==> config.mk <==
export PLATFORM = sky130hd
export DESIGN_NAME = cdb_arbiter
export DESIGN_NICKNAME = d
export VERILOG_FILES = /design/src/rtl/cdb_arbiter.sv
export SDC_FILE = /design/constraint.sdc
export NUM_CORES = 1
export LEC_CHECK = 0
export CORE_ASPECT_RATIO = 1.4
export CORE_MARGIN = 10
export CORE_UTILIZATION = 55
export CTS_CLUSTER_SIZE = 16
export DETAILED_ROUTE_END_ITERATION = 6
export PLACE_DENSITY = 0.8
export SETUP_SLACK_MARGIN = 0.02
export SLEW_MARGIN = 20
export SYNTH_ARGS = -nofsm -noshare
export SYNTH_HDL_FRONTEND = slang
export SYNTH_SLANG_ARGS = --single-unit
==> constraint.sdc <==
create_clock -name CLK -period 7.2 [get_ports CLK]
set_clock_uncertainty 0.1 [all_clocks]
set_input_delay 1.44 -clock CLK [delete_from_list [all_inputs] [get_ports CLK]]
set_output_delay 1.44 -clock CLK [all_outputs]
set_load 0.01 [all_outputs]
==> src/rtl/cdb_arbiter.sv <==
// -----------------------------------------------------------------------------
// cdb_pkg / cdb_arbiter
//
// Producer end of the common data bus. Each functional unit deposits completed
// results (RS tag + 32-bit value) into its own small FIFO. A round-robin
// arbiter picks one non-empty FIFO per cycle. The winner's head entry is
// registered onto cdb_out. Idle cycles broadcast tag INVALID.
//
// Ports:
//   CLK        in   clock, rising edge
//   RST_N      in   asynchronous active-low reset
//   flush      in   synchronous squash of all buffered results
//   src_valid  in   [NUM_SRC]            source i presents a result
//   src_ready  out  [NUM_SRC]            source i FIFO not full (registered state only)
//   src_tag    in   [NUM_SRC] RS tag     tag of the producing RS
//   src_data   in   [NUM_SRC] x 32       result value
//   cdb_out    out  cdb_t                registered broadcast {tag, data}
//   cdb_src    out  [clog2(NUM_SRC)]     index of the source that won the broadcast
// -----------------------------------------------------------------------------
package cdb_pkg;
  localparam int DATA_W = 32;
  localparam int TAG_W  = 4;

  typedef logic [TAG_W-1:0] RS_tag_type;

  localparam RS_tag_type INVALID = 4'd0;
  localparam RS_tag_type ALU1    = 4'd1;
  localparam RS_tag_type MUL1    = 4'd3;
  localparam RS_tag_type LOAD1   = 4'd5;
  localparam RS_tag_type LOAD2   = 4'd6;

  typedef struct packed {
    RS_tag_type        tag;
    logic [DATA_W-1:0] data;
  } cdb_t;
endpackage

module cdb_arbiter
  import cdb_pkg::*;
#(
  parameter int NUM_SRC = 4,
  parameter int DEPTH   = 2
) (
  input  logic                                CLK,
  input  logic                                RST_N,
  input  logic                                flush,
  input  logic [NUM_SRC-1:0]                  src_valid,
  output logic [NUM_SRC-1:0]                  src_ready,
  input  RS_tag_type [NUM_SRC-1:0]            src_tag,
  input  logic [NUM_SRC-1:0][DATA_W-1:0]      src_data,
  output cdb_t                                cdb_out,
  output logic [$clog2(NUM_SRC)-1:0]          cdb_src
);

  localparam int PW = $clog2(DEPTH);
  localparam int CW = PW + 1;
  localparam int SW = $clog2(NUM_SRC);

  // Per-source FIFO state
  logic [PW-1:0]     r_wptr [NUM_SRC];
  logic [PW-1:0]     r_rptr [NUM_SRC];
  logic [CW-1:0]     r_cnt  [NUM_SRC];
  cdb_t              r_mem  [NUM_SRC][DEPTH];

  // Broadcast / arbitration state
  cdb_t              r_cdb;
  logic [SW-1:0]     r_cdb_src;
  logic [SW-1:0]     r_rr_ptr;

  logic [NUM_SRC-1:0] w_push;
  logic [NUM_SRC-1:0] w_pop;
  logic [NUM_SRC-1:0] w_nonempty;
  logic               w_any;
  logic [SW-1:0]      w_win;
  logic [SW-1:0]      w_cand;
  cdb_t               w_head;

  // Increment modulo NUM_SRC (NUM_SRC need not be a power of two).
  function automatic logic [SW-1:0] wrap_inc(input logic [SW-1:0] v);
    if (int'(v) == NUM_SRC - 1) return '0;
    else                        return v + SW'(1);
  endfunction

  // Ready comes only from registered counts, so pop/flush never reach it
  // combinationally. An INVALID-tag push handshakes but is not stored.
  always_comb begin
    src_ready  = '0;
    w_push     = '0;
    w_nonempty = '0;
    for (int i = 0; i < NUM_SRC; i++) begin
      src_ready[i]  = (r_cnt[i] != CW'(DEPTH));
      w_nonempty[i] = (r_cnt[i] != '0);
      w_push[i]     = src_valid[i] && src_ready[i] &&
                      (src_tag[i] != INVALID) && !flush;
    end
  end

  // Round-robin search starting at r_rr_ptr, first non-empty FIFO wins.
  always_comb begin
    w_any  = 1'b0;
    w_win  = r_rr_ptr;
    w_cand = r_rr_ptr;
    for (int k = 0; k < NUM_SRC; k++) begin
      if (!w_any && w_nonempty[w_cand]) begin
        w_any = 1'b1;
        w_win = w_cand;
      end
      w_cand = wrap_inc(w_cand);
    end
  end

  always_comb begin
    w_pop = '0;
    for (int i = 0; i < NUM_SRC; i++) begin
      w_pop[i] = w_any && !flush && (w_win == SW'(i));
    end
  end

  assign w_head = r_mem[w_win][r_rptr[w_win]];

  // Stage 1: buffer accepted results
  always_ff @(posedge CLK or negedge RST_N) begin
    if (!RST_N) begin
      for (int i = 0; i < NUM_SRC; i++) begin
        r_wptr[i] <= '0;
        r_rptr[i] <= '0;
        r_cnt[i]  <= '0;
      end
    end else if (flush) begin
      for (int i = 0; i < NUM_SRC; i++) begin
        r_wptr[i] <= '0;
        r_rptr[i] <= '0;
        r_cnt[i]  <= '0;
      end
    end else begin
      for (int i = 0; i < NUM_SRC; i++) begin
        if (w_push[i]) r_wptr[i] <= r_wptr[i] + PW'(1);
        if (w_pop[i])  r_rptr[i] <= r_rptr[i] + PW'(1);
        r_cnt[i] <= r_cnt[i] + CW'(w_push[i]) - CW'(w_pop[i]);
      end
    end
  end

  // Storage is not reset; w_push already excludes flush and INVALID tags.
  always_ff @(posedge CLK) begin
    for (int i = 0; i < NUM_SRC; i++) begin
      if (w_push[i]) r_mem[i][r_wptr[i]] <= '{tag: src_tag[i], data: src_data[i]};
    end
  end

  // Stage 2: arbitrate and register the broadcast
  always_ff @(posedge CLK or negedge RST_N) begin
    if (!RST_N) begin
      r_cdb.tag  <= INVALID;
      r_cdb.data <= '0;
      r_cdb_src  <= '0;
      r_rr_ptr   <= '0;
    end else if (flush) begin
      r_cdb.tag  <= INVALID;
    end else if (w_any) begin
      r_cdb      <= w_head;
      r_cdb_src  <= w_win;
      r_rr_ptr   <= wrap_inc(w_win);
    end else begin
      // Idle: data and source index keep their last values.
      r_cdb.tag  <= INVALID;
    end
  end

  assign cdb_out = r_cdb;
  assign cdb_src = r_cdb_src;

endmodule

Word level (Yosys, flattened, before mapping)
Memories as Yosys holds them, arrays and structs flattened. Index checks and enable logic that the tools add are counted.

$add $sub $neg: 20. Magnitude comparators: 14. Equal/unequal tests: 11. Multiplexer cells: 54. Bitwise operators: 7. Reduce and logical (&&, ||, !) cells: 46.

Operator list (number): $mux W72 (4); $mux W36 (7); $demux W36 S1 (4); $logic_and A1 B1 Y1 (24); $reduce_bool A2 Y1 (12); $mux W1 (22); $mux W4 (4); $reduce_bool A4 Y1 (4); $mux W2 (7); $lt A2 B3 Y1 const B (4); $bmux W1 S2 (5); $eq A2 B1 Y1 const B (5); $ge A2 B2 Y1 const B (5); $not A1 Y2 (5); $add A1 B1 Y1 const B (8); $add A2 B1 Y2 (4); $add A2 B1 Y2 const B (4); $lt A2 B1 Y1 const B (4); $mux W8 (1); $ne A2 B2 Y1 const B (4); $sub A2 B1 Y2 (4); $eq A2 B2 Y1 const B (2); $logic_not A1 Y1 (4); $ge A3 B3 Y1 const B (1); 4 further kinds (4).

Register bits: 56. Bits in writable memories: 288. Input port bits: 151. Output and inout port bits: 42. Logic and storage cells: 169. Memories: 1.

Memories: r_mem (depth 4, bits a word 72, rd ports 1, clocked after memory_dff 0, wr ports 4, RTL line 63) `cdb_t r_mem [NUM_SRC][DEPTH];`.

Depth between registers and ports, before layout
Gate-level depths: netlist of run 1.

Depth after elaboration: 23. Gate-level depth with buffers: 18. Mapped depth without buffers: 14.

Least setup slack after synthesis of run 1
OpenSTA, ideal clock, no wires.

Kind: input port to flip-flop. From: in src_tag[0] (netlist bit). To: mem r_mem[0][0] (netlist bit), enable pin. Setup time: 0.429 ns. Arrival time: 3.454 ns. Data required time: 6.671 ns. Path slack: 3.217 ns. Cell stages on the path: 4. Path buffers: 0. Cell sequence: or4_1 > nand3_1 > or2_2 > nor2_1.

RTL lines: start: declaration (RTL line 49) `input RS_tag_type [NUM_SRC-1:0] src_tag,`; end: declaration (RTL line 63).

Worst setup path after layout of run 1
From: reg r_rr_ptr[0]. To: reg r_cnt[5] (netlist bit).

Cells in the longest elaborated chain, start to end: 16. Elaborated cells on any way between the ends: 35. Those cells by class: add/sub: 4; eq/ne: 4; mux: 19; reduce/logical: 8.

RTL lines: start: declaration (RTL line 68) `logic [SW-1:0] r_rr_ptr;`; start signal: assignment (RTL line 163) `r_rr_ptr <= wrap_inc(w_win);`; branches (longest 13 deep; another with $add A2 B1 Y2); $logic_and A1 B1 Y1 * (RTL line 115) `w_pop[i] = w_any && !flush && (w_win == SW'(i));`; $sub A2 B1 Y2 * (RTL line 139) `r_cnt[i] <= r_cnt[i] + CW'(w_push[i]) - CW'(w_pop[i]);`; $mux W8 * (RTL line 129) `end else if (flush) begin`; end signal: indexed assignment (RTL line 139); end: declaration (RTL line 62) `logic [CW-1:0] r_cnt [NUM_SRC];`.

Mark *: on every way between the ends. The select of a mux whose other input is x is not followed. A chain may end at the register's enable or synchronous reset.

==> implementation parameters, run 1 <==
Parameter                              Value

Worst setup path
  Endpoint required time on the critical path    7.51 ns
  CP Data Arrival Time    4.76 ns
  Crit path capture    r_cnt[5]$_DFF_PN0_
  Series of cell instances along the critical path    ha_1, or4_1, o31ai_1, or3_4, nand2_4, nor3_2, ha_1, inv_1, ha_1, xor2_1, xnor2_1, nor2_1
  Startpoint of the lowest-slack register-to-register path    r_rr_ptr[0]$_DFFE_PN0P_
  Delay of the slowest cell on the worst path    0.70 ns
  Family of cells with the greatest summed delay on the critical path    simple AND/OR/NAND/NOR gates
  Number of buffer and inverter stages on the critical path    1
  Critical path launch point    r_rr_ptr[0]$_DFFE_PN0P_
  Critical path class    register to register
  Element type at the critical path end    register
  Startpoint type of the worst setup path    register
  Worst-path maximum fanout    88
  Worst reg2reg setup slack    2.75 ns
  Slowest cell on crit path    nand2_4
  R2r worst-path depth    12
  Crit path top cell by count    ha_1
  Stages on worst setup path    12
  End of the worst register-to-register path    r_cnt[5]$_DFF_PN0_

Clock network
  Hold_buf cts    0
  CTS tree    yes
  Post-CTS Resized    0
  Clock Path Buffers    3
  Depth of the CTS H-tree    1
  Clock latency on the worst-skew pair    0.55 ns
  Number of clock buffers inserted by TritonCTS    31
  Clk slew on worst S/H paths    0.07 ns
  CTS sink count    344
  Clock tree root driver cell    clkbuf_16
  Postcts setup bufs    0

Floorplanning
  Die extent in x    154.4 um
  Core Region    24760 sq um
  Std-Cell Rows    68
  Initial core utilization    0.5619
  Height of the chip    208.2 um
  I/O pin cnt    193
  Die area    32140 sq um

Timing
  Final setup margin    2.746 ns
  Max-slew violations    0
  Final Critical Period    4.454 ns
  Tightest Pin Transition    0.9751 ns
  Setup TNS    0 ns
  Post-route fraction of the period consumed by the critical path    0.6186
  Setup repair after global routing missed its margin    no
  Number of setup violations in the final report    0
  FMAX    0.2245 GHz
  Worst max-slew margin expressed relative to the limit    0.3500
  Fin. Hold Viols    0

Yosys
  Most instantiated cells after synthesis    288 x edfxtp_1, 152 x nand2_1, 73 x a211oi_1, 72 x a311o_1, 72 x and3_1
  Cell accounting for the most synthesized area    edfxtp_1
  Post-synth EDFFs    288
  Commonest register cell after synthesis    edfxtp_1
  Leading cell types by total area after synthesis    edfxtp_1 62%, dfrtp_1 10%, a311o_1 5.2%, nand2_1 4.1%, a211oi_1 3.9%
  Sequential cell area fraction in the yosys report    0.7224
  Synth Register Bits    344
  Syn Std Cell Area    13910 sq um
  Async SR Flop Fraction    0.1628
  Net count after synthesis    1145
  Most frequent cell after synthesis    edfxtp_1
  Area fraction of the dominant cell type after synthesis    0.6217
  Average cell area after synthesis    14.12 sq um
  Synth cell types    47
  Synthesized instance count    985
  Warnings from Yosys    0

GRT
  Global-route usage over all layers    0.2227
  Vias in the first global route    9756
  Total global routing overflow    0
  Initial antenna violation count    1
  Largest net degree at the start of global routing    89
  First-pass GRT wire length    56260 um

Finish
  Storage element area    10050 sq um
  Layout Utilization    0.6957
  # nets final    1308
  Area grow syn2layout    23.83%
  Non-Filler Instances    1488
  Area occupied by multi-input gates    3587 sq um
  Share of layout cells above drive strength 1    0.07850
  Fillcell total    1629

Placement
  Gp weighted congestion    0.8585
  Dpl cells    1430
  Sum of net half-perimeters after detailed placement    23010 um
  Port buffer count    192
  Setup WS pre-CTS    2.759 ns

Outcome
  Result of the run    completed

Detailed routing
  Number of iterations in the first detailed-routing pass    7
  Via count normalized by instance count    6.294
  DRT Wirelength    37060 um
  Starting DRT DRC Count    869
  Routed length per placed instance    24.90 um
  Number of routed nets with antenna violations    0
  Post-route DRC violation count    0
  Via count    9366

Min path
  Worst hold path type    register to register
  Cell count of the worst hold path    2

Run
  Max capacitance violation total    0
==> cells in the final DEF, fill, tap and decap left out, types with 2 or more instances in the layout <==
cell / netlist / final
nor2_1: 59 / 50
a31oi_1: 34 / 33
clkbuf_8: 0 / 7
and3_1: 72 / 72
bufinv_16: 0 / 7
or4_1: 5 / 5
xor2_1: 4 / 4
nand3_1: 5 / 5
o21ai_0: 4 / 4
a311o_1: 72 / 72
nor3_2: 2 / 2
buf_4: 1 / 15
xnor2_1: 10 / 10
clkinvlp_4: 0 / 2
edfxtp_1: 288 / 288
nor3_1: 2 / 2
a211oi_1: 73 / 73
clkdlybuf4s50_1: 0 / 191
dfrtp_1: 56 / 56
ha_1: 9 / 9
nor2_4: 0 / 10
nor4_1: 3 / 3
or2_2: 6 / 6
o21ai_1: 3 / 3
nand2_1: 152 / 152
clkbuf_1: 43 / 8
nand2b_1: 7 / 7
mux2i_1: 5 / 5
a21oi_1: 7 / 7
inv_1: 8 / 8
clkbuf_16: 0 / 31
clkinv_2: 0 / 2
nor2b_1: 4 / 4
==> stage by stage <==
step	hold WS, ns	area, sq um
floorplan	0.3460	13910
global placement	0.3748	16080
detailed placement	0.3723	16080
CTS	0.3875	17210
global route	0.4139	17230
finish	0.3932	17230
==> cell families (layout without fill, tap and decap cells) <==
group	after synthesis	in the layout	share of synthesized area
buffers and inverters	84	271	0.02815
adder cells (fa/ha/maj)	9	9	0.008095
AO/OA/AOI/OAI	201	201	0.1170
AND/OR/NAND/NOR	327	327	0.1103
multiplexers	6	6	0.005217
other	0	1	0
flip-flops	344	344	0.7224
XOR/XNOR	14	14	0.008814
==> flip-flops by register name, summed over array words and instances, names as in the netlist <==
name and cells:
cdb_src 2, r_cnt 8, r_rptr 4, r_wptr 4, r_rr_ptr 2, r_mem 288
cdb_out 36
==> final cells by class <==
cell class | count | area share
timing repair buffer | 206 | 0.1175
antenna | 1 | 0.0001453
tap | 315 | 0.02288
clock inverter | 11 | 0.01366
sequential | 344 | 0.5834
inverter | 8 | 0.001743
clock buffer | 46 | 0.05237
multi-input combinational | 557 | 0.2083
==> worst min-delay path by stage <==
| stage | startpoint | end |
|---|---|---|
| final | cdb_src[1]$_DFFE_PN0P_ | cdb_src[1]$_DFFE_PN0P_ |
| after global placement | cdb_src[1]$_DFFE_PN0P_ | cdb_src[1]$_DFFE_PN0P_ |
| after global routing | cdb_src[1]$_DFFE_PN0P_ | cdb_src[1]$_DFFE_PN0P_ |
| after CTS | cdb_src[1]$_DFFE_PN0P_ | cdb_src[1]$_DFFE_PN0P_ |
| after floorplan | r_rptr[1]$_DFFE_PN0P_ | r_rptr[1]$_DFFE_PN0P_ |
| after detailed placement | cdb_src[1]$_DFFE_PN0P_ | cdb_src[1]$_DFFE_PN0P_ |
==> tightest hold or removal path, delay by kind of cell, from the launching register on <==
| kind | cells | cell delay, ns |
|---|---|---|
| flip-flops | 1 | 0.35 |
| AND/OR/NAND/NOR | 2 | 0.11 |
==> per-layer routing <==
metal | GRT usage | share of wire | up-vias
met1 | 0.2731 | 0.37 | 4644
li1 | - | - | 4119
met2 | 0.3822 | 0.51 | 527
met4 | 0.09411 | 0.039 | 0
met3 | 0.03323 | 0.082 | 76
met5 | 0 | 0 | -
Power of run 1 is left out: the tool's default activity adds up to more than one toggle a clock period on the data nets, which glitch-free logic cannot reach.
==> run 2, diff against run 1 <==
- CORE_UTILIZATION: 55 -> 49
- PLACE_DENSITY: 0.8 -> 0.76
- clock period: 7.2 -> 3.7 ns (I/O delays scaled with it)
==> implementation parameters, run 2 (synthesis gave the netlist of run 1 again) <==
Parameter                              Value

Timing
  Worst max-slew margin expressed relative to the limit    0.4462 (+0.09625)
  Post-route fraction of the period consumed by the critical path    0.9625 (+0.3439)
  Max-slew violations    0 (unchanged)
  Worst Hold Slack    0.1606 ns (-0.2326 ns)
  Tightest Pin Transition    0.8307 ns (-0.1444 ns)
  FMAX    0.2808 GHz (+25%)
  Fin. Hold Viols    0 (unchanged)
  Number of setup violations in the final report    0 (unchanged)
  Final Critical Period    3.561 ns (-0.8924 ns)
  Setup repair after global routing missed its margin    no
  Setup TNS    0 ns (unchanged)

Detailed routing
  Via count    9473 (+1.1%)
  Post-route DRC violation count    0 (unchanged)
  Routed length per placed instance    24.91 um (about the same)
  DRT Wirelength    39010 um (+5.3%)
  Number of iterations in the first detailed-routing pass    5 (-2)
  Starting DRT DRC Count    865 (-0.46%)
  Via count normalized by instance count    6.049 (-3.9%)
  Number of routed nets with antenna violations    0 (unchanged)

Clock network
  Postcts setup bufs    0 (unchanged)
  Number of clock buffers inserted by TritonCTS    34 (+9.7%)
  Clk slew on worst S/H paths    0.07 ns (about the same)
  Clock tree root driver cell    clkbuf_16
  Depth of the CTS H-tree    2 (+1)
  Hold_buf cts    0 (unchanged)
  Post-CTS Resized    0 (unchanged)
  Clock latency on the worst-skew pair    0.52 ns (-0.03 ns)
  Clock Path Buffers    3 (unchanged)
  CTS tree    yes
  CTS sink count    344 (unchanged)

Finish
  Fillcell total    1979 (+21%)
  # nets final    1330 (+1.7%)
  Commonest cells after routing, fill and taps aside    288 x edfxtp_1, 191 x clkdlybuf4s50_1, 152 x nand2_1, 73 x a211oi_1
  Layout Utilization    0.6299 (-0.06583)
  Commonest non-fill, non-tap cell in the layout    edfxtp_1
  Share of layout cells above drive strength 1    0.09448 (+0.01598)
  Antenna fix cells    0 (-1)
  Cell area after layout    17530 sq um (+1.8%)
  Area grow syn2layout    26.05%
  Flip-flop count of the largest register after layout    288 (unchanged)

Placement
  Total cell area at the placement stage    16380 sq um (+1.9%)
  Gp weighted congestion    0.8838 (+2.9%)
  Sum of net half-perimeters after detailed placement    24730 um (+7.5%)
  Port buffer count    192 (unchanged)

Floorplanning
  Core Region    27840 sq um (+12%)
  Die extent in x    162.4 um (+5.2%)
  Height of the chip    219.4 um (+5.4%)
  Std-Cell Rows    72 (+5.9%)
  Initial core utilization    0.4997 (-0.06213)
  Die area    35620 sq um (+11%)
  I/O pin cnt    193 (unchanged)

Worst setup path
  Critical path class    register to register
  Family of cells with the greatest summed delay on the critical path    compound AO/OA/AOI/OAI gates
  Worst-path maximum fanout    22 (-75%)
  Slowest cell on crit path    a32o_2
  Startpoint of the lowest-slack register-to-register path    r_rr_ptr[0]$_DFFE_PN0P_
  CP Data Arrival Time    3.81 ns (-0.95 ns)
  Number of buffer and inverter stages on the critical path    2 (+1)
  Endpoint required time on the critical path    3.94 ns (-3.57 ns)
  Element type at the critical path end    register
  Series of cell instances along the critical path    ha_1, nor2_2, or4_1, o31ai_1, or3_4, buf_4, a32oi_1, a32o_2, buf_12, a311o_1, a31oi_1
  Delay of the slowest cell on the worst path    0.54 ns (-0.16 ns)
  Startpoint type of the worst setup path    register
  Critical path launch point    r_rr_ptr[0]$_DFFE_PN0P_

GRT
  Largest net degree at the start of global routing    97 (+9.0%)
  Vias in the first global route    9985 (+2.3%)
  Global-route usage over all layers    0.2139 (-0.008763)
  Total global routing overflow    0 (unchanged)
  Initial antenna violation count    0 (-1)
  First-pass GRT wire length    58330 um (+3.7%)

Run
  Max capacitance violation total    0 (unchanged)

Min path
  Worst hold path type    primary input to async pin

Outcome
  Result of the run    completed
[run 2: through the flow]
stage          std cells  setup WS [ns]
6_report            1566         0.1387
5_1_grt             1566        0.02221
2_1_floorplan        985         0.2599
4_1_cts             1564        0.09504
3_3_place_gp        1502         0.3279
3_5_place_dp        1502         0.1415
[run 2: final timing paths]
| check | cells past startpoint | endpoint | slack (ns) |
|---|---|---|---|
| setup / recovery | 11 | cdb_out[21]$_DFFE_PN0P_ | 0.14 |
| hold / removal | 1 | cdb_out[6]$_DFFE_PN0P_ | 0.16 |
| setup reg to reg | 11 | cdb_out[21]$_DFFE_PN0P_ | 0.14 |
| hold reg to reg | 1 | r_rptr[2]$_DFFE_PN0P_ | 0.39 |
| min in group CLK | 1 | r_rptr[2]$_DFFE_PN0P_ | 0.39 |
| max in group asynchronous | 2 | cdb_out[17]$_DFFE_PN0P_ | 2.58 |
[run 2: area by class of cell]
type,instances,area [sq um],share of cell area
sequential,344,10050,0.5731
multi-input combinational,557,3577,0.2040
timing repair buffer,225,2277,0.1299
clock buffer,46,957.2,0.05459
tap,370,462.9,0.02640
clock inverter,16,180.2,0.01028
inverter,8,30.03,0.001713
[run 2: routing by layer]
metal  wire [um]  GRT usage
met5           0          0
met4        1658    0.09848
met3        2840    0.03616
met2       20310     0.3811
met1       14200     0.2457
Power of run 2 is left out for the same reason.
